$ cat src/rtl/uart_pkg.sv
// uart_pkg: parser state encoding, default start-of-frame byte and the LEN width helper.
package uart_pkg;
   typedef enum logic [2:0] {ST_IDLE, ST_LEN, ST_PAYLOAD, ST_CHK, ST_DRAIN} state_t;
   localparam logic [7:0] SOF_DEFAULT = 8'hA5;
   function automatic int len_width(input int max_len);
      return $clog2(max_len + 1);
   endfunction
endpackage

$ cat src/rtl/uart_frame_buf.sv
// uart_frame_buf: payload store with one write port and an asynchronous read port.
// Storage is deliberately left unreset; only bytes of a verified frame are ever read.
module uart_frame_buf #(
   parameter int DEPTH = 16,
   parameter int AW = $clog2(DEPTH)
) (
   input  logic          clk,
   input  logic          we,
   input  logic [AW-1:0] waddr,
   input  logic [7:0]    wdata,
   input  logic [AW-1:0] raddr,
   output logic [7:0]    rdata
);
   logic [7:0] mem_q [DEPTH];
   always_ff @(posedge clk) if (we) mem_q[waddr] <= wdata;
   assign rdata = mem_q[raddr];
endmodule

$ cat src/rtl/uart_rx_frame_parser.sv
// uart_rx_frame_parser: delineates SOF/LEN/payload/CHK frames from UART receiver strobes,
// verifies the XOR checksum and replays good payloads as a valid/ready stream.
module uart_rx_frame_parser
   import uart_pkg::*;
#(
   parameter int CLKS_PER_BIT = 217,
   parameter int TIMEOUT_BITS = 20,
   parameter int MAX_LEN = 16,
   parameter logic [7:0] SOF = SOF_DEFAULT,
   localparam int LW = len_width(MAX_LEN)
) (
   input  logic          sys_clk,
   input  logic          i_rst,
   input  logic          i_rx_DV,
   input  logic [7:0]    i_rx_data,
   output logic          o_frm_valid,
   input  logic          i_frm_ready,
   output logic [7:0]    o_frm_data,
   output logic          o_frm_last,
   output logic [LW-1:0] o_frm_len,
   output logic          o_err_len,
   output logic          o_err_chk,
   output logic          o_err_timeout,
   output logic          o_drop
);
   localparam int LIMIT = TIMEOUT_BITS * CLKS_PER_BIT;
   localparam int TW = $clog2(LIMIT);
   localparam int IW = $clog2(MAX_LEN);

   state_t        state_q, state_d;
   logic [LW-1:0] len_q, len_d;
   logic [7:0]    chk_q, chk_d;
   logic [IW-1:0] idx_q, idx_d, rd_q, rd_d;
   logic [TW-1:0] tcnt_q, tcnt_d;
   logic          err_len_q, err_len_d, err_chk_q, err_chk_d;
   logic          err_to_q, err_to_d, drop_q, drop_d;
   logic          buf_we, valid, last, len_ok, timeout, receiving;
   logic [7:0]    rd_data;

   assign valid     = state_q == ST_DRAIN;
   assign last      = LW'(rd_q) == len_q - LW'(1);
   assign len_ok    = i_rx_data != 8'd0 && i_rx_data <= 8'(MAX_LEN);
   assign timeout   = tcnt_q == TW'(LIMIT - 1);
   assign receiving = state_q == ST_LEN || state_q == ST_PAYLOAD || state_q == ST_CHK;

   uart_frame_buf #(.DEPTH(MAX_LEN)) u_buf (
      .clk   (sys_clk),
      .we    (buf_we),
      .waddr (idx_q),
      .wdata (i_rx_data),
      .raddr (rd_q),
      .rdata (rd_data)
   );

   // tcnt defaults to zero so every strobe, and every IDLE/DRAIN cycle, restarts the timeout
   always_comb begin
      state_d   = state_q;
      len_d     = len_q;
      chk_d     = chk_q;
      idx_d     = idx_q;
      rd_d      = rd_q;
      tcnt_d    = '0;
      err_len_d = 1'b0;
      err_chk_d = 1'b0;
      err_to_d  = 1'b0;
      drop_d    = 1'b0;
      buf_we    = 1'b0;
      if (receiving && !i_rx_DV) begin
         if (timeout) begin
            err_to_d = 1'b1;
            state_d  = ST_IDLE;
         end else tcnt_d = tcnt_q + TW'(1);
      end
      case (state_q)
         ST_IDLE: if (i_rx_DV && i_rx_data == SOF) state_d = ST_LEN;
         ST_LEN: if (i_rx_DV) begin
            if (len_ok) begin
               len_d   = LW'(i_rx_data);
               chk_d   = i_rx_data;
               idx_d   = '0;
               state_d = ST_PAYLOAD;
            end else begin
               err_len_d = 1'b1;
               state_d   = ST_IDLE;
            end
         end
         ST_PAYLOAD: if (i_rx_DV) begin
            buf_we = 1'b1;
            chk_d  = chk_q ^ i_rx_data;
            idx_d  = idx_q + IW'(1);
            if (LW'(idx_q) == len_q - LW'(1)) state_d = ST_CHK;
         end
         ST_CHK: if (i_rx_DV) begin
            if (i_rx_data == chk_q) begin
               rd_d    = '0;
               state_d = ST_DRAIN;
            end else begin
               err_chk_d = 1'b1;
               state_d   = ST_IDLE;
            end
         end
         ST_DRAIN: begin
            drop_d = i_rx_DV;
            if (i_frm_ready) begin
               rd_d = rd_q + IW'(1);
               if (last) state_d = ST_IDLE;
            end
         end
         default: state_d = ST_IDLE;
      endcase
   end

   always_ff @(posedge sys_clk or posedge i_rst) begin
      if (i_rst) begin
         state_q   <= ST_IDLE;
         len_q     <= '0;
         chk_q     <= '0;
         idx_q     <= '0;
         rd_q      <= '0;
         tcnt_q    <= '0;
         err_len_q <= 1'b0;
         err_chk_q <= 1'b0;
         err_to_q  <= 1'b0;
         drop_q    <= 1'b0;
      end else begin
         state_q   <= state_d;
         len_q     <= len_d;
         chk_q     <= chk_d;
         idx_q     <= idx_d;
         rd_q      <= rd_d;
         tcnt_q    <= tcnt_d;
         err_len_q <= err_len_d;
         err_chk_q <= err_chk_d;
         err_to_q  <= err_to_d;
         drop_q    <= drop_d;
      end
   end

   // stream outputs are forced to zero outside DRAIN so reset clears them regardless of buffer contents
   assign o_frm_valid   = valid;
   assign o_frm_data    = valid ? rd_data : 8'd0;
   assign o_frm_last    = valid && last;
   assign o_frm_len     = valid ? len_q : '0;
   assign o_err_len     = err_len_q;
   assign o_err_chk     = err_chk_q;
   assign o_err_timeout = err_to_q;
   assign o_drop        = drop_q;
endmodule

$ cat config.mk
export PLATFORM = sky130hd
export DESIGN_NAME = uart_rx_frame_parser
export DESIGN_NICKNAME = d
export VERILOG_FILES = /design/src/rtl/uart_pkg.sv /design/src/rtl/uart_frame_buf.sv /design/src/rtl/uart_rx_frame_parser.sv
export SDC_FILE = /design/constraint.sdc
export NUM_CORES = 1
export LEC_CHECK = 0
export BUFFER_PORTS_ARGS = -buffer_cell sky130_fd_sc_hd__buf_2
export CORE_MARGIN = 1.5
export CORE_UTILIZATION = 51
export CTS_BUF_LIST = sky130_fd_sc_hd__clkbuf_16
export DETAILED_ROUTE_END_ITERATION = 10
export PLACE_DENSITY = 0.68
export SYNTH_ARGS = -nofsm -noshare
export SYNTH_HDL_FRONTEND = slang
export SYNTH_SLANG_ARGS = --single-unit
$ cat constraint.sdc
create_clock -name sys_clk -period 4.1 [get_ports sys_clk]
set_input_delay 0 -clock sys_clk [delete_from_list [all_inputs] [get_ports sys_clk]]
set_output_delay 0 -clock sys_clk [all_outputs]
set_load 0.02 [all_outputs]
==> metrics, run 1 <==
routed length per placed instance 22.35 um; FF-to-FF End u_buf.mem_q[14][0]; r2r setup slk 1.76 ns; RePlAce Congestion between 0.8 and 0.9; first-pass GRT wire length 23.49 mm; Ant. Diodes 0; Hold Vio Cnt, Final 0; asr flop ratio synth 24.26%; CTS root buffer clkbuf_16; Die Y-Extent between 100 and 150 um; critical path class reg2out; Cell Count, Final, Fillers Out around 700; pin count of the biggest net entering global routing between 40 and 50; RR Startpoint state_q[2]; fin crit period 2.950 ns; Worst-Skew Late Latency roughly 0.42 ns; post-synthesis register bit count 169; cts repair resizes 0; critical path endpoint category output port; core region area 13930 sq um; CTS tree built; total number of yosys warnings 0; leading area contributor after synthesis edfxtp_1; worst min path class in2reg; crit path max fanout 24; most frequent cells in the layout edfxtp_1 (128), nor2_1 (41), dfrtp_1 (40); Nets roughly 520; GRT Residual Overflow 0; synth unique cells 45; Pwr Total roughly 0.0043 W; relative slew slack 25.60%; final slew viol count 0; static leakage roughly 3.1 nW; Via density 5.855; initial antenna violation count 0; CTS Buf Count 17; Worst Setup SP rd_q[0]; CP max stage cell dfrtp_2; Pwr per Cell Area 520.4 nW/um^2; Req. time, crit path about 4.1 ns; via count 4046; maxcap violations 0; crit path capture o_frm_data[1]; layout cell share with drive strength beyond 1 20.35%; Initial Util between 50% and 60%; worst path cell trace buf_4, mux4_1, mux4_2, and2_1, buf_2; Port Buffer Count 30; crit path launch type flip-flop; Post-synth EDFFs ~130; DP Cell Count around 660; Max IR drop VDD between 0.3 and 0.4 mV; Post-CTS Repair Setup Buffers 0; clock transition at the registers of the reported paths around 0.060 ns; critical path data arrival time roughly 3.0 ns; Worst R2R Path Depth 5; I/O Pins 31; Clock Path Buffers 2; num rows 43; # DRC 0; H-tree depth 4; Cells after Synth around 460; synthesized area 7316 sq um; Synth top area share 52.54%; final wirelength 15.45 mm; vias in the first global route 4117; post-route ant nets 0; post-synthesis sequential area ratio between 60% and 70%; status complete, no violations; final worst path period share a little under three quarters; Die X approximately 120 um; Finish-stage setup viols 0; Fmax around 0.34 GHz; largest cells by area after synthesis edfxtp_1 (53%), dfrtp_1 (14%), mux4_2 (7.1%), mux4_1 (6.1%), xnor2_1 (3.1%); DP Wirelength ~9.7 mm; CTS sink cnt between 150 and 200; Slew @ Worst Pin between 1 and 1.5 ns; syn_area_per_cell 16.08 sq um; RSZ-0062 raised after global routing no; drt initial violations between 300 and 400; Final TNS setup 0 ns; CTS Hold Bufs 4; slowest stage delay, CP 0.84 ns; first-pass iteration count of the detailed router 4; gr usage total around 22%; Die ar. ~15000 sq um; most common cell after layout, fill and taps aside edfxtp_1; Area Overhead vs Synth 14.04%; clk_skew 0.008404 ns; syn nets ~470; Main synth FF type edfxtp_1
==> sequential cells by signal (all words and copies together), names as in the netlist, 3 cells and up <==
register     flops
chk_q            8
len_q            5
tcnt_q          13
rd_q             4
idx_q            4
state_q          3
u_buf.mem_q    128
==> how the worst min path moves through the flow <==
stage | startpoint | to | slack [ns] | cells past startpoint
final | i_rx_data[5] | u_buf.mem_q[14][5] | 0.02 | 1
after global routing | i_rx_data[5] | u_buf.mem_q[13][5] | 0.02 | 1
after detailed placement | i_rst | rd_q[3] | 0.16 | 3
after CTS | i_rx_data[5] | u_buf.mem_q[8][5] | 0.007 | 1
after floorplan | i_rx_DV | o_err_timeout | 0.09 | 1
after global placement | i_rst | rd_q[3] | 0.15 | 3
==> worst max-delay path, delay by kind of cell (launching register included) <==
kind                   cells  cell delay (ns)
muxes                      2             1.04
buffers and inverters      2             0.47
DFF                        1             0.84
and+or+nand+nor            1             0.17
==> Yosys cell counts (all sizes together) (2+ instances only) <==
cell    instances
clkbuf         15
buf            10
xnor2          26
edfxtp        128
and3            8
and2           11
nor2b           3
a21oi           6
nand3          12
ha              7
xor2           10
o21ai           8
a311oi          5
nand3b          2
nand2          25
nor4            8
mux4           40
dfrtp          41
nand4           7
inv            13
nor3           11
nor2           41
==> routing by layer <==
layer | up-vias | track usage (%) | routed length, um
met5 | - | 0 | 0
met4 | 0 | 7.558 | 244
met3 | 18 | 4.507 | 811
met2 | 121 | 35.80 | 7848
met1 | 2073 | 30.38 | 6541
li1 | 1834 | - | -
==> power breakdown <==
group	leakage, nW	switching [W]	internal (W)	total (W)
logic	1.05	0.000235	0.000408	0.000643
registers	1.70	0.000164	0.00186	0.00203
clock network	0.309	0.000650	0.00102	0.00167
==> kinds of logic after synthesis <==
logic type,count (synthesis),synth area share (%)
compound gates,27,2.480
mux,41,13.32
simple gates,137,9.390
fa+ha+maj,7,1.197
buf+inv,38,2.736
flops,169,66.56
xor+xnor,36,4.310
==> metrics by stage <==
stage / setup WS, ns / utilization, % / cell area [sq um] / hold slack (ns)
2_1_floorplan: 1.772 / - / 7316 / 0.09401
3_3_place_gp: 1.621 / 55.10 / 7679 / 0.1510
3_5_place_dp: 1.532 / 55.10 / 7679 / 0.1561
4_1_cts: 1.076 / 59.87 / 8343 / 0.006903
5_1_grt: 0.9794 / 59.87 / 8343 / 0.01903
6_report: 1.150 / 59.87 / 8343 / 0.01926
==> layout make-up <==
class / instances / area, sq um
fill: 1033 / 5592
sequential: 169 / 4871
multi-input combinational: 248 / 2271
clock buffer: 17 / 425.4
timing repair buffer: 49 / 302.8
tap: 180 / 225.2
clock inverter: 15 / 198.9
inverter: 13 / 48.80
No activity file was read; power rests on OpenSTA's default activity.
==> run 2, diff against run 1 <==
==> constraint.sdc (replaced) <==
create_clock -name sys_clk -period 3.03 [get_ports sys_clk]
set_input_delay 0 -clock sys_clk [delete_from_list [all_inputs] [get_ports sys_clk]]
set_output_delay 0 -clock sys_clk [all_outputs]
set_load 0.02 [all_outputs]
==> run 2 against run 1 <==
  * Setup slack worse by 0.82 ns
  * Non-clock buffer count is 6 higher
  * Count of clock-buffer cells in the layout unchanged
  * Design area increased by 0.15%
  * Combinational power increased by 54%
  * Wire length is 0.61% higher
  * Utilization up 0.090 points
  * Clock skew down 0.00084 ns
  * Sequential cell count unchanged
  * Die area is the same
  * Worst hold slack improved by 0.0078 ns
  * Critical path depth is the same
  * Largest cell class unchanged
  * Largest power group unchanged
  * Highest routed layer unchanged
==> metrics, run 2 (synthesis results as in run 1) <==
Die Y-Extent 122.8 um (unchanged); most frequent cells in the layout edfxtp_1 (128), nor2_1 (41), dfrtp_1 (40); Ant. Diodes 0 (unchanged); most common cell after layout, fill and taps aside edfxtp_1; DP Area 7729 sq um (+0.65%); sequential share of power 46.1% (-0.6 points); sw power 0.001446 W (+38%); DP Cell Count 660 (+0.76%); Sw Share 25.16% (+1.0 points); num rows 43 (unchanged); pre-CTS setup slack 0.7445 ns (-0.7871 ns); Pwr per Cell Area 687.5 nW/um^2 (+32%); Hold Vio Cnt, Final 0 (unchanged); final worst path period share 89.22%; critical path data arrival time 2.70 ns (-0.25 ns); first-pass GRT wire length 23.72 mm (+0.94%); Via density 5.925 (+1.2%); max reg flops 128 (unchanged); Fmax ~0.37 GHz; crit path launch type flip-flop; final worst setup slack 0.3266 ns (-0.8235 ns); relative slew slack 44.10% (+18 points); routed length per placed instance 22.29 um (-0.26%); top flop regs u_buf.mem_q: 128 flops, tcnt_q: 13 flops, chk_q: 8 flops; H-tree depth 4 (unchanged); Area Overhead vs Synth 14.21%; vias in the first global route 4153 (+0.87%); clock transition at the registers of the reported paths 0.06 ns (about the same); Port Buffer Count 30 (unchanged); Finish-stage setup viols 0 (unchanged); status complete, no violations; final slew viol count 0 (unchanged); maxcap violations 0 (unchanged); I/O Pins 31 (unchanged); Initial Util 52.50% (unchanged); layout cell share with drive strength beyond 1 20.70% (+0.34 points); Worst R2R Path Depth 3 (-2); RePlAce Congestion 0.8465 (+2.5%); Worst-Skew Late Latency 0.42 ns (about the same); drt initial violations 337 (-3.2%); RSZ-0062 raised after global routing no; crit path max fanout 18 (-25%); Nets 523 (+1.2%); proportion of power drawn by the clock network 36.6% (-1.9 points); post-route ant nets 0 (unchanged); worst hold margin 0.02702 ns (+0.007760 ns); hold path depth 1 (unchanged); Logic pwr share 17.2% (+2.4 points); CTS sink cnt 169 (unchanged); GRT Residual Overflow 0 (unchanged); Cell Count, Final, Fillers Out 697 (+0.87%); static leakage 3.061 nW (+0.28%); Post-CTS Repair Setup Buffers 0 (unchanged); critical path class reg2out; worst min path class in2reg; post-route cell area 8356 sq um (+0.15%); fin crit period about 2.7 ns; clk_skew 0.007560 ns (-0.0008437 ns); Max IR drop VDD 0.4712 mV (+41%); Layout fillers 1016 (-1.6%); Die X 122.8 um (unchanged); cts repair resizes 0 (unchanged); CTS root buffer clkbuf_16; Req. time, crit path 3.03 ns (-1.07 ns); critical path endpoint category output port; internal cell power 0.004299 W (+31%); pin count of the biggest net entering global routing 42 (unchanged); final wirelength 15.54 mm (+0.61%); first-pass iteration count of the detailed router 5 (+1); initial antenna violation count 0 (unchanged); Final TNS setup 0 ns (unchanged); via count 4130 (+2.1%); # DRC 0 (unchanged); gr usage total 22.44% (+0.24 points); CTS tree built; CTS Buf Count 17 (unchanged); core region area 13930 sq um (unchanged); Biggest register u_buf.mem_q; Clock Path Buffers 2 (unchanged); Slew @ Worst Pin 0.8385 ns (-0.2774 ns); DP Wirelength 9.697 mm (-0.20%); Die ar. 15070 sq um (unchanged)
run 2: cell count changes in the layout (fill, tap and decap cells not counted), sizes merged:
cell / before / now
clkinv: 4 / 6
bufinv: 4 / 2
buf: 45 / 50
dlygate4sd3: 4 / 5
run 2: routing by layer:
layer	routed length (um)	part of all wire [%]	track usage, %	up-vias
met1	6709	43	30.32	2105
met4	396	2.5	9.084	0
met3	952	6.1	5.623	29
li1	-	-	-	1848
met5	0	0	0	-
met2	7481	48	35.10	148
run 2: worst max-delay path: stages, from the launching register on:
cell	delay [ns]
dfrtp_2	0.65
buf_12	0.24
mux4_1	0.58
mux4_2	0.47
and2_1	0.17
buf_2	0.15
run 2: stage by stage:
| stage | utilization [%] | power [W] |
|---|---|---|
| floorplan | - | 0.003478 |
| global placement | 55.46 | 0.003662 |
| detailed placement | 55.46 | 0.003683 |
| CTS | 59.96 | 0.005781 |
| global route | 59.96 | 0.005945 |
| finish | 59.96 | 0.005745 |
run 2: final timing paths:
path / from / endpoint / slack, ns
setup reg to reg: state_q[2] / u_buf.mem_q[10][1] / 0.82
max in group asynchronous: i_rst / rd_q[0] / 2.40
hold reg to reg: tcnt_q[0] / tcnt_q[0] / 0.50
min in group asynchronous: i_rst / rd_q[1] / 0.23
hold / removal: i_rx_data[7] / u_buf.mem_q[9][7] / 0.03
setup / recovery: rd_q[0] / o_frm_data[2] / 0.33
run 2: final cells by class:
| cell class | instances | area (sq um) | share of cell area (%) |
|---|---|---|---|
| tap | 180 | 225.2 | 2.695 |
| clock buffer | 17 | 425.4 | 5.091 |
| clock inverter | 15 | 151.4 | 1.812 |
| multi-input combinational | 248 | 2271 | 27.18 |
| sequential | 169 | 4871 | 58.30 |
| inverter | 13 | 48.80 | 0.5840 |
| timing repair buffer | 55 | 362.8 | 4.343 |
run 2: power groups by stage:
stage,clock network (W),logic [W],registers [W]
detailed placement,0,0.000982,0.00270
global route,0.00223,0.00105,0.00266
floorplan,0,0.000891,0.00259
CTS,0.00213,0.000996,0.00265
finish,0.00210,0.000990,0.00265
global placement,0,0.000961,0.00270
run 2: repair_timing:
action | CTS | global route
endpoints found under the setup margin | 0 | 0
hold endpoints to repair | 54 | 0
hold buffers | 5 | 0
==> run 3, diff against run 2 <==
--- a/config.mk
+++ b/config.mk
@@ -13,4 +13,5 @@
 export PLACE_DENSITY = 0.68
 export SYNTH_ARGS = -nofsm -noshare
 export SYNTH_HDL_FRONTEND = slang
+export SYNTH_HIERARCHICAL = 1
 export SYNTH_SLANG_ARGS = --single-unit
==> run 3 against run 2 <==
  * Design area is essentially flat
  * Synthesized cell count grew 2.0%
  * Clock skew grew 0.00090 ns
  * Setup slack gained 0.27 ns
  * Register-to-register slack lost 0.22 ns
  * Sequential power shrank 3%
  * Die area grew 0.20%
  * Total power grew 4.2%
  * Count of clock-buffer cells in the layout is the same
  * Via count shrank 1.5%
  * Fmax grew 11%
==> metrics, run 3 <==
status complete, no violations; largest cells by area after synthesis edfxtp_1 (52%), dfrtp_1 (14%), mux4_2 (5.5%), mux4_1 (5.0%), xnor2_1 (2.5%); synth unique cells 57 (+27%); max reg flops 128 (unchanged); gr usage total 21.73% (-0.70 points); critical path data arrival time 2.48 ns (-0.22 ns); synthesized area 7331 sq um (+0.21%); via count 4068 (-1.5%); CTS Buf Count 17 (unchanged); I/O Pins 31 (unchanged); cts repair resizes 0 (unchanged); leading area contributor after synthesis edfxtp_1; Die ar. 15100 sq um (+0.20%); Clock Path Buffers 2 (unchanged); Area Overhead vs Synth 13.96%; CP max stage cell nor2_1; Pwr per Cell Area 716.5 nW/um^2 (+4.2%); CTS root buffer clkbuf_16; routed length per placed instance 21.02 um (-5.7%); num rows 43 (unchanged); Worst R2R Path Depth 5 (+2); most common cell after layout, fill and taps aside edfxtp_1; top flop regs u_buf/mem_q: 128 flops, tcnt_q: 13 flops, chk_q: 8 flops; Biggest register u_buf/mem_q; Worst-Skew Late Latency 0.42 ns (about the same); Post-CTS Repair Setup Buffers 0 (unchanged); pin count of the biggest net entering global routing 37 (-12%); post-synthesis sequential area ratio 66.43% (-0.14 points); crit path max fanout 17 (-1); syn_area_per_cell 15.80 sq um (-1.7%); Layout fillers 1030 (+1.4%); Post-synth EDFFs 128 (unchanged); CTS tree built; Cell Count, Final, Fillers Out 705 (+1.1%); layout cell share with drive strength beyond 1 21.52% (+0.83 points); RePlAce Congestion 0.8574 (+1.3%); GRT Residual Overflow 0 (unchanged); asr flop ratio synth 24.26% (unchanged); crit path launch type flip-flop; CTS Hold Bufs 3 (-2); final worst path period share 80.24% (-9.0 points); total number of yosys warnings 6 (+6); drt initial violations 373 (+11%); worst path cell trace nor2b_4, nand3b_4, clkinv_2, or3b_2, nor2_1; Post-synth top cells edfxtp_1 (128), nor2_1 (48), dfrtp_1 (41); Via density 5.770 (-2.6%); clk_skew 0.008459 ns (+0.0008988 ns); core region area 13930 sq um (unchanged); Die X 122.9 um (about the same); CTS sink cnt 169 (unchanged); Finish-stage setup viols 0 (unchanged); DP Cell Count 670 (+1.5%); Main synth FF type edfxtp_1; fin crit period 2.431 ns (-0.2722 ns); syn nets 480 (+1.3%); critical path endpoint category flip-flop; Max IR drop VDD 0.3931 mV (-17%); post-route cell area 8354 sq um (about the same); vias in the first global route 4187 (+0.82%); first-pass GRT wire length 23.45 mm (-1.1%); Cells after Synth 464 (+2.0%); slowest stage delay, CP 0.56 ns (-0.09 ns); most frequent cells in the layout edfxtp_1 (128), nor2_1 (48), dfrtp_1 (40); count leader, synth edfxtp_1; critical path class reg2reg; Hold Vio Cnt, Final 0 (unchanged); first-pass iteration count of the detailed router 4 (-1); Die Y-Extent 122.9 um (about the same); Req. time, crit path 3.08 ns (+0.05 ns); static leakage 3.043 nW (-0.60%); Final TNS setup 0 ns (unchanged); worst min path class in2reg; post-route ant nets 0 (unchanged); Fmax 0.4113 GHz (+11%); Initial Util 52.61% (+0.11 points); Slew @ Worst Pin 1.014 ns (+0.1756 ns); DP Area 7685 sq um (-0.57%); initial antenna violation count 0 (unchanged); relative slew slack 32.31% (-12 points); # DRC 0 (unchanged); H-tree depth 4 (unchanged); DP Wirelength 9.635 mm (-0.64%); Synth top area share 52.43% (-0.11 points); maxcap violations 0 (unchanged); fin util 59.95% (about the same); final wirelength 14.82 mm (-4.7%); RSZ-0062 raised after global routing no; Port Buffer Count 30 (unchanged); hold path depth 1 (unchanged); final slew viol count 0 (unchanged); Pwr Total 0.005986 W (+4.2%); post-synthesis register bit count 169 (unchanged); Ant. Diodes 0 (unchanged); clock transition at the registers of the reported paths 0.07 ns (about the same); Nets 528 (+0.96%)
## run 3: logic make-up (layout without fill, tap and decap cells)
logic type | after synthesis | in the layout | synth area share [%]
XOR/XNOR | 36 | 36 | 4.404
multiplexers | 35 | 35 | 10.96
flip-flops | 169 | 169 | 66.43
buffers and inverters | 26 | 87 | 2.389
AO/OA/AOI/OAI | 41 | 41 | 3.994
adder cells (fa/ha/maj) | 4 | 4 | 0.6827
AND/OR/NAND/NOR | 153 | 153 | 11.15
## run 3: worst paths after layout
kind	startpoint	end	slack (ns)
setup / recovery	state_q[2]	u_buf/mem_q[2][0]	0.60
hold / removal	i_rx_data[6]	u_buf/mem_q[6][6]	0.02
setup reg to reg	state_q[2]	u_buf/mem_q[2][0]	0.60
hold reg to reg	tcnt_q[0]	tcnt_q[0]	0.50
max in group asynchronous	i_rst	tcnt_q[11]	1.88
min in group asynchronous	i_rst	tcnt_q[5]	0.36
## run 3: metrics by stage
| step | hold slack (ns) | setup WS, ns |
|---|---|---|
| global route | 0.01538 | 0.4703 |
| finish | 0.02197 | 0.5988 |
| floorplan | 0.07693 | 0.5546 |
| detailed placement | 0.2966 | 0.6219 |
| CTS | 0.0004225 | 0.5586 |
| global placement | 0.2854 | 0.7068 |
## run 3: layer usage
layer	global-route usage, %	vias up	wire length (um)
met5	0	-	0
met4	7.485	0	118
met3	3.921	8	785
met2	35.87	99	7620
met1	29.35	2087	6292
li1	-	1874	-
## run 3: final cells by class
class	instances	area (sq um)	area share (%)
multi-input cells	269	2286	27.36
flip-flops and latches	169	4871	58.30
repair buffers	48	305.3	3.654
inverters	7	27.53	0.3295
well taps	180	225.2	2.696
clock buffers	17	425.4	5.092
clock inverters	15	214.0	2.561
## run 3: report_power, final
group          switching, W  internal (W)
combinational      0.000579      0.000510
sequential        0.0000581       0.00252
clock              0.000915       0.00140
total               0.00155       0.00443
## run 3: worst max-delay path, delay by kind of cell, from the launching register on
kind | cells | cell delay [ns]
flip-flops | 1 | 0.50
buffers and inverters | 1 | 0.19
AND/OR/NAND/NOR | 4 | 1.38
